### src/rtl/dma_int_status_arbiter.sv
// N-source DMA status arbiter (fixed or round-robin) into one registered valid/ready stage.
// One cycle request-to-valid; the stage refills while draining and holds steady while out_ready is low.
module dma_int_status_arbiter #(
    parameter int NUM_SRC           = 4,
    parameter int SRC_ID_WIDTH      = 2,
    parameter int NUM_INT_BDS_WIDTH = 2,
    parameter int STA_WIDTH         = 4,
    parameter int ARB_MODE          = 1
) (
    input  logic                                 clock,
    input  logic                                 resetn,
    input  logic [NUM_SRC-1:0]                   src_valid,
    input  logic [NUM_SRC*STA_WIDTH-1:0]         src_status,
    input  logic [NUM_SRC*NUM_INT_BDS_WIDTH-1:0] src_intDscrptrNum,
    input  logic [NUM_SRC-1:0]                   src_extDscrptr,
    input  logic [NUM_SRC-1:0]                   src_strDscrptr,
    input  logic [NUM_SRC*32-1:0]                src_extDscrptrAddr,
    output logic [NUM_SRC-1:0]                   src_ack,
    input  logic                                 out_ready,
    output logic                                 out_valid,
    output logic [STA_WIDTH-1:0]                 out_status,
    output logic [NUM_INT_BDS_WIDTH-1:0]         out_intDscrptrNum,
    output logic                                 out_extDscrptr,
    output logic                                 out_strDscrptr,
    output logic [31:0]                          out_extDscrptrAddr,
    output logic [SRC_ID_WIDTH-1:0]              out_srcId
);

    localparam int W = SRC_ID_WIDTH;

    logic [W-1:0]                 rrPtr;
    logic [W-1:0]                 rrPtrNext;
    logic [W-1:0]                 lowIdx;
    logic [W-1:0]                 hiIdx;
    logic                         anyHi;
    logic [W-1:0]                 winner;
    logic                         load;
    logic [STA_WIDTH-1:0]         selStatus;
    logic [NUM_INT_BDS_WIDTH-1:0] selNum;
    logic                         selExt;
    logic                         selStr;
    logic [31:0]                  selAddr;

    // Descending scans leave the lowest matching index; hiIdx is the first requester at or above rrPtr.
    always_comb begin
        lowIdx = '0;
        hiIdx  = '0;
        anyHi  = 1'b0;
        for (int i = NUM_SRC - 1; i >= 0; i--) begin
            if (src_valid[i]) begin
                lowIdx = W'(i);
                if (W'(i) >= rrPtr) begin
                    hiIdx = W'(i);
                    anyHi = 1'b1;
                end
            end
        end
    end

    assign winner    = ((ARB_MODE == 1) && anyHi) ? hiIdx : lowIdx;
    assign rrPtrNext = (winner == W'(NUM_SRC - 1)) ? '0 : winner + W'(1);

    // A held event is discarded during reset, so no grant may be issued while resetn is low.
    assign load = resetn & (|src_valid) & (~out_valid | out_ready);

    always_comb begin
        src_ack   = '0;
        selStatus = '0;
        selNum    = '0;
        selExt    = 1'b0;
        selStr    = 1'b0;
        selAddr   = '0;
        for (int i = 0; i < NUM_SRC; i++) begin
            if (winner == W'(i)) begin
                src_ack[i] = load;
                selStatus  = src_status[i*STA_WIDTH +: STA_WIDTH];
                selNum     = src_intDscrptrNum[i*NUM_INT_BDS_WIDTH +: NUM_INT_BDS_WIDTH];
                selExt     = src_extDscrptr[i];
                selStr     = src_strDscrptr[i];
                selAddr    = src_extDscrptrAddr[i*32 +: 32];
            end
        end
    end

    always_ff @(posedge clock or negedge resetn) begin
        if (!resetn) begin
            out_valid          <= 1'b0;
            out_status         <= '0;
            out_intDscrptrNum  <= '0;
            out_extDscrptr     <= 1'b0;
            out_strDscrptr     <= 1'b0;
            out_extDscrptrAddr <= '0;
            out_srcId          <= '0;
            rrPtr              <= '0;
        end else if (load) begin
            out_valid          <= 1'b1;
            out_status         <= selStatus;
            out_intDscrptrNum  <= selNum;
            out_extDscrptr     <= selExt;
            out_strDscrptr     <= selStr;
            out_extDscrptrAddr <= selAddr;
            out_srcId          <= winner;
            if (ARB_MODE == 1) begin
                rrPtr <= rrPtrNext;
            end
        end else if (out_ready) begin
            out_valid <= 1'b0;
        end
    end

endmodule

### config.mk
export PLATFORM = sky130hd
export DESIGN_NAME = dma_int_status_arbiter
export DESIGN_NICKNAME = d
export VERILOG_FILES = /design/src/rtl/dma_int_status_arbiter.sv
export SDC_FILE = /design/constraint.sdc
export NUM_CORES = 1
export LEC_CHECK = 0
export CAP_MARGIN = 20
export CELL_PAD_IN_SITES_DETAIL_PLACEMENT = 0
export CELL_PAD_IN_SITES_GLOBAL_PLACEMENT = 1
export CORE_ASPECT_RATIO = 0.6
export CORE_MARGIN = 1
export CORE_UTILIZATION = 25
export DETAILED_ROUTE_END_ITERATION = 10
export PLACE_DENSITY = 0.84
export SYNTH_ARGS = -nofsm -noshare
export SYNTH_HDL_FRONTEND = slang
export SYNTH_SLANG_ARGS = --single-unit
### constraint.sdc
create_clock -name clock -period 4.55 [get_ports clock]
set_input_delay 0.6825 -clock clock [delete_from_list [all_inputs] [get_ports clock]]
set_output_delay 0.6825 -clock clock [all_outputs]
set_load 0.01 [all_outputs]
; ---- Word level (Yosys, flattened, before mapping)
; Cells that the tools add are included.
[totals]
reg_bits = 45
inputBits = 167
out_inout_bits = 47
elab_cells = 71
[classes]
n_addsub = 1
n_lt_le_gt_ge = 4
eq_ne = 3
mux = 48
bitwise = 4
reduce_logical = 3
[ops]
columns = cell, n
row1 = $mux W32, 4
row2 = $mux W2, 18
row3 = $mux W1, 22
row4 = $mux W4, 4
row5 = $eq A2 B2 Y1 const B, 2
row6 = $ge A1 B2 Y1 const A, 2
row7 = $ge A2 B2 Y1 const A, 2
row8 = $reduce_or A4 Y1, 1
row9 = $add A2 B1 Y2 const B, 1
row10 = $and A1 B1 Y1, 2
row11 = $eq A2 B1 Y1 const B, 1
row12 = $logic_not A2 Y1, 1
row13 = $reduce_bool A2 Y1, 1
row14 = $not A1 Y1, 1
row15 = $or A1 B1 Y1, 1

; ---- Depth between registers and ports, before layout
[logic_depth]
word_depth = 15
depth_mapped = 10
mapped_depth_nobuf = 7

; ---- Worst setup path before layout
; No wires, ideal clock.
[synth_path]
kind = input-to-output
from = input src_valid[3]
to = output src_ack[1]
arrival_ns = 2.051
required_ns = 3.868
setup_slack_ns = 1.817
path_stages = 6
path_buffers = 2
path_cell_list = mux2i_1 > a221oi_1 > ha_1 > buf_2 > clkbuf_1 > and2_1
[synth_via]
elab_chain_len = 10
word_cells_on_any_way = 24
[synth_lines]
columns = item, line_no
row1 = from (decl), 12  ; input logic [NUM_SRC-1:0] src_valid,
row2 = $mux W2 / $mux W1 (equally long branches), 50  ; if (src_valid[i]) begin
row3 = $mux W2 / $mux W1 (equally long branches), 52  ; if (W'(i) >= rrPtr) begin
row4 = $mux W2 / $mux W1 (equally long branches), 50
row5 = $mux W2 / $mux W1 (equally long branches), 52
row6 = $mux W2 / $mux W1 (equally long branches), 50
row7 = $mux W2 / $mux W1 (equally long branches), 52
row8 = $mux W2 / $mux W1 (equally long branches), 50
row9 = $mux W2 *, 60  ; assign winner = ((ARB_MODE == 1) && anyHi) ? hiIdx : lowIdx;
row10 = net winner[0], 36  ; logic [W-1:0] winner;
row11 = $eq A2 B1 Y1 *, 74  ; if (winner == W'(i)) begin
row12 = $mux W1 *, 74
row13 = to (decl), 18  ; output logic [NUM_SRC-1:0] src_ack,
; Mark *: on every way through the listed nets, which the timed path passes. The rest lies on a longest branch.

; ---- Final worst setup path
[layout_path]
from = input src_valid[3]
to = output src_ack[3]
[layout_via]
elab_chain_len = 10
word_cells_on_any_way = 24
[layout_lines]
columns = item, line_no
row1 = $mux W2 / $mux W1 (equally long branches), 50
row2 = $mux W2 / $mux W1 (equally long branches), 52
row3 = $mux W2 / $mux W1 (equally long branches), 50
row4 = $mux W2 / $mux W1 (equally long branches), 52
row5 = $mux W2 / $mux W1 (equally long branches), 50
row6 = $mux W2 / $mux W1 (equally long branches), 52
row7 = $mux W2 / $mux W1 (equally long branches), 50
row8 = $mux W2 *, 60
row9 = net winner[0], 36
row10 = $eq A2 B2 Y1 *, 74
row11 = $mux W1 *, 74
; Marks and branches as above.

==> results_dict.tcl <==
set metrics [dict create \
    synth_edf_count 0 \
    ff2ff_setup_slack_ns 1.53 \
    grt_max_degree 46 \
    setup_viol 0 \
    dr_wl_met3_um 1068 \
    vias 3238 \
    worstPathMaxFanout 6 \
    critical_path.slowest_cell "a221oi_1" \
    grt_pass1_vias 3377 \
    gr-total-overflow 0 \
    netlist_instances 280 \
    cts_setup_buffers 0 \
    cp_top_family "buffers and inverters" \
    hp-start "out_extDscrptrAddr[27]" \
    period_share 0.8524 \
    clock.fmax_ghz 0.2579 \
    peakVddDrop_mv 0.2546 \
    synth_area_leaders "dfrtp_1 (41%), a221oi_1 (13%), o22ai_1 (8.8%), o31ai_1 (8.2%), o21ai_0 (7.3%)" \
    first_iter_violations 90 \
    p_leak_uw 0.001919 \
    wire_per_inst_um 18.30 \
    critPathMaxStageDelay_ns 0.67 \
    ys.flop_type "dfrtp_1" \
    slew_viol_final 0 \
    synth_top_area_frac 0.4080 \
    initial_core_util 0.2587 \
    power_density_nw_per_um2 494.9 \
    grt_pass1_wl_um 17020 \
    yosysSeqAreaShare 0.4080 \
    htree_levels 2 \
    reg2regPathDepth 7 \
    core_um2 10670 \
    async_reset_ff_frac 1.000 \
    root_buffer "clkbuf_16" \
    outcome "finished clean" \
    final_area_um2 5116 \
    cts_tree "yes" \
    placed_area_um2 4959 \
    fin_cells 611 \
    crit_type "in2out" \
    holdPathEnd "out_extDscrptrAddr[27]" \
    clock-sinks 45 \
    whs_path_depth 2 \
    antenna_left 0 \
    numCtsBuffers 5 \
    grtUsageTotal 0.1917 \
    ys_ff_latch 45 \
    power_uw 2532 \
    via_per_inst 5.300 \
    crit_chain "clkdlybuf4s50_1 > mux2i_1 > a221oi_1 > ha_1 > inv_1 > nor2_1 > clkdlybuf4s50_1" \
    endpoint_kind "output port" \
    period_minus_slack_ns 3.878 \
    setup_tns_ns 0 \
    routed_wl_um 11180 \
    clkTransAtPathRegs_ns 0.06 \
    slew_headroom 0.3094 \
    row_count 29 \
    drive_gt1_frac 0.07415 \
    dpl.hpwl_um 7956 \
    required_ns 3.87 \
    netlist_area_um2 2760 \
    numPortBuffers 213 \
    dr_wl_met2_um 5187 \
    syn_nets 451 \
    cts_hold_buf 0 \
    finClkSkew_ns 0.005386 \
    clock_path_buffers 2 \
    r2r-end "out_extDscrptrAddr[14]" \
    yosys_warnings 0 \
    path_buf_inv 3 \
    dp.cells 603 \
    diodes 0 \
    gp_congestion 0.7668 \
    wl_met1_um 4897 \
    clk_latency_ns 0.28 \
    areaGrowthSynthToFinish_pct 85.36 \
    antenna_found_initial 0 \
    cp.arrival_ns 3.20 \
    worstMarginPinSlew_ns 1.036 \
    yosys.area.top_type "dfrtp_1" \
    drc_errors 0 \
    rsz0062_at_grt "false" \
    maxCapViolCount 0 \
    drtPass1Iterations 4 \
    synth_area_per_cell_um2 9.858 \
    hold_violations 0 \
    die_area_um2 11480 \
    fp.dieH_um 83.39 \
    holdCritPathClass "reg2reg" \
    ctsResizeCount 0 \
    timing.rr.start "rrPtr[1]" \
    ios 214 \
    startpoint_type "primary input" \
    critPathMostFrequentCell "clkdlybuf4s50_1" \
    dr.max_layer_used "met4" \
    fin_nets 642 \
    die_w_um 137.7 \
    synth_cell_types 32 \
]
-- layout by cell type, fill, tap and decap left out, types with 4 or more instances in the layout --
cell               n
clkdlybuf4s50_1  212
a221oi_1          41
o31ai_2            9
nor2_1             4
buf_4              6
clkbuf_16          5
inv_1              4
o31ai_1           30
dfrtp_1           45
o21ai_0           40
o22ai_1           39
-- per-stage QoR --
| stage | setup WS, ns | utilization | hold slack [ns] |
|---|---|---|---|
| floorplan | 1.817 | - | 0.3869 |
| global placement | 0.8163 | 0.4648 | 0.4916 |
| detailed placement | 0.7024 | 0.4648 | 0.4970 |
| CTS | 0.6912 | 0.4796 | 0.5109 |
| global route | 0.6178 | 0.4796 | 0.5302 |
| finish | 0.6718 | 0.4796 | 0.5112 |
-- power breakdown --
| part | internal, uW | leakage [uW] | switching [uW] |
|---|---|---|---|
| registers | 579 | 0.000559 | 95.7 |
| clock network | 233 | 0.0000799 | 152 |
| logic | 747 | 0.00128 | 727 |
| total | 1560 | 0.00192 | 974 |
-- logic make-up after synthesis --
kind of cell,Yosys count,synth area share
and+or+nand+nor,21,0.04398
DFF,45,0.4080
muxes,5,0.01904
buffers and inverters,40,0.07343
AOI/OAI and AO/OA,165,0.4374
adders and majority gates,4,0.01813
-- worst max-delay path by stage --
stage	startpoint	end	slack, ns	cells after the start
6_report	src_valid[3]	src_ack[3]	0.67	7
5_1_grt	src_valid[3]	src_ack[3]	0.62	7
4_1_cts	src_valid[3]	src_ack[3]	0.69	7
3_5_place_dp	src_valid[3]	src_ack[3]	0.70	7
3_3_place_gp	src_valid[3]	src_ack[3]	0.82	7
2_1_floorplan	src_valid[3]	src_ack[1]	1.82	6
-- flip-flops by register name, summed over array words and instances (netlist names) --
register	flops
out_extDscrptrAddr	32
out_status	4
out_extDscrptr	1
out_valid	1
out_srcId	2
rrPtr	2
out_strDscrptr	1
out_intDscrptrNum	2
-- per-layer routing --
| metal | up-vias | GRT usage |
|---|---|---|
| met4 | 0 | 0.02697 |
| met2 | 136 | 0.3390 |
| met5 | - | 0 |
| met1 | 1564 | 0.2274 |
| met3 | 4 | 0.06349 |
| li1 | 1534 | - |
-- cell usage after synthesis, types with 2 or more instances --
master,number
nor2_1,4
clkbuf_1,26
o21a_1,2
nor2b_1,3
and2_1,3
buf_2,5
mux2_2,2
inv_1,4
mux2i_1,3
a221oi_1,41
o31ai_2,9
ha_1,4
dfrtp_1,45
o21ai_0,40
o31ai_1,30
buf_6,4
o22ai_1,39
nand3_1,2
-- cell type report --
class                   count  area, um^2
multi-input cells         195        1451
well taps                 139       173.9
fillers                   983        5552
repair buffers            220        2192
inverters                   4       15.01
clock inverters             1       5.005
clock buffers               7       152.6
flip-flops and latches     45        1126
-- worst register-to-register path, delay by kind of cell, from the launching register on --
kind | cells | cell delay [ns]
flip-flops | 1 | 0.44
buffers and inverters | 1 | 0.17
AO/OA/AOI/OAI | 3 | 1.18
multiplexers | 1 | 0.15
AND/OR/NAND/NOR | 1 | 0.65
adder cells (fa/ha/maj) | 1 | 0.29
(Power assumes the default switching activity.)
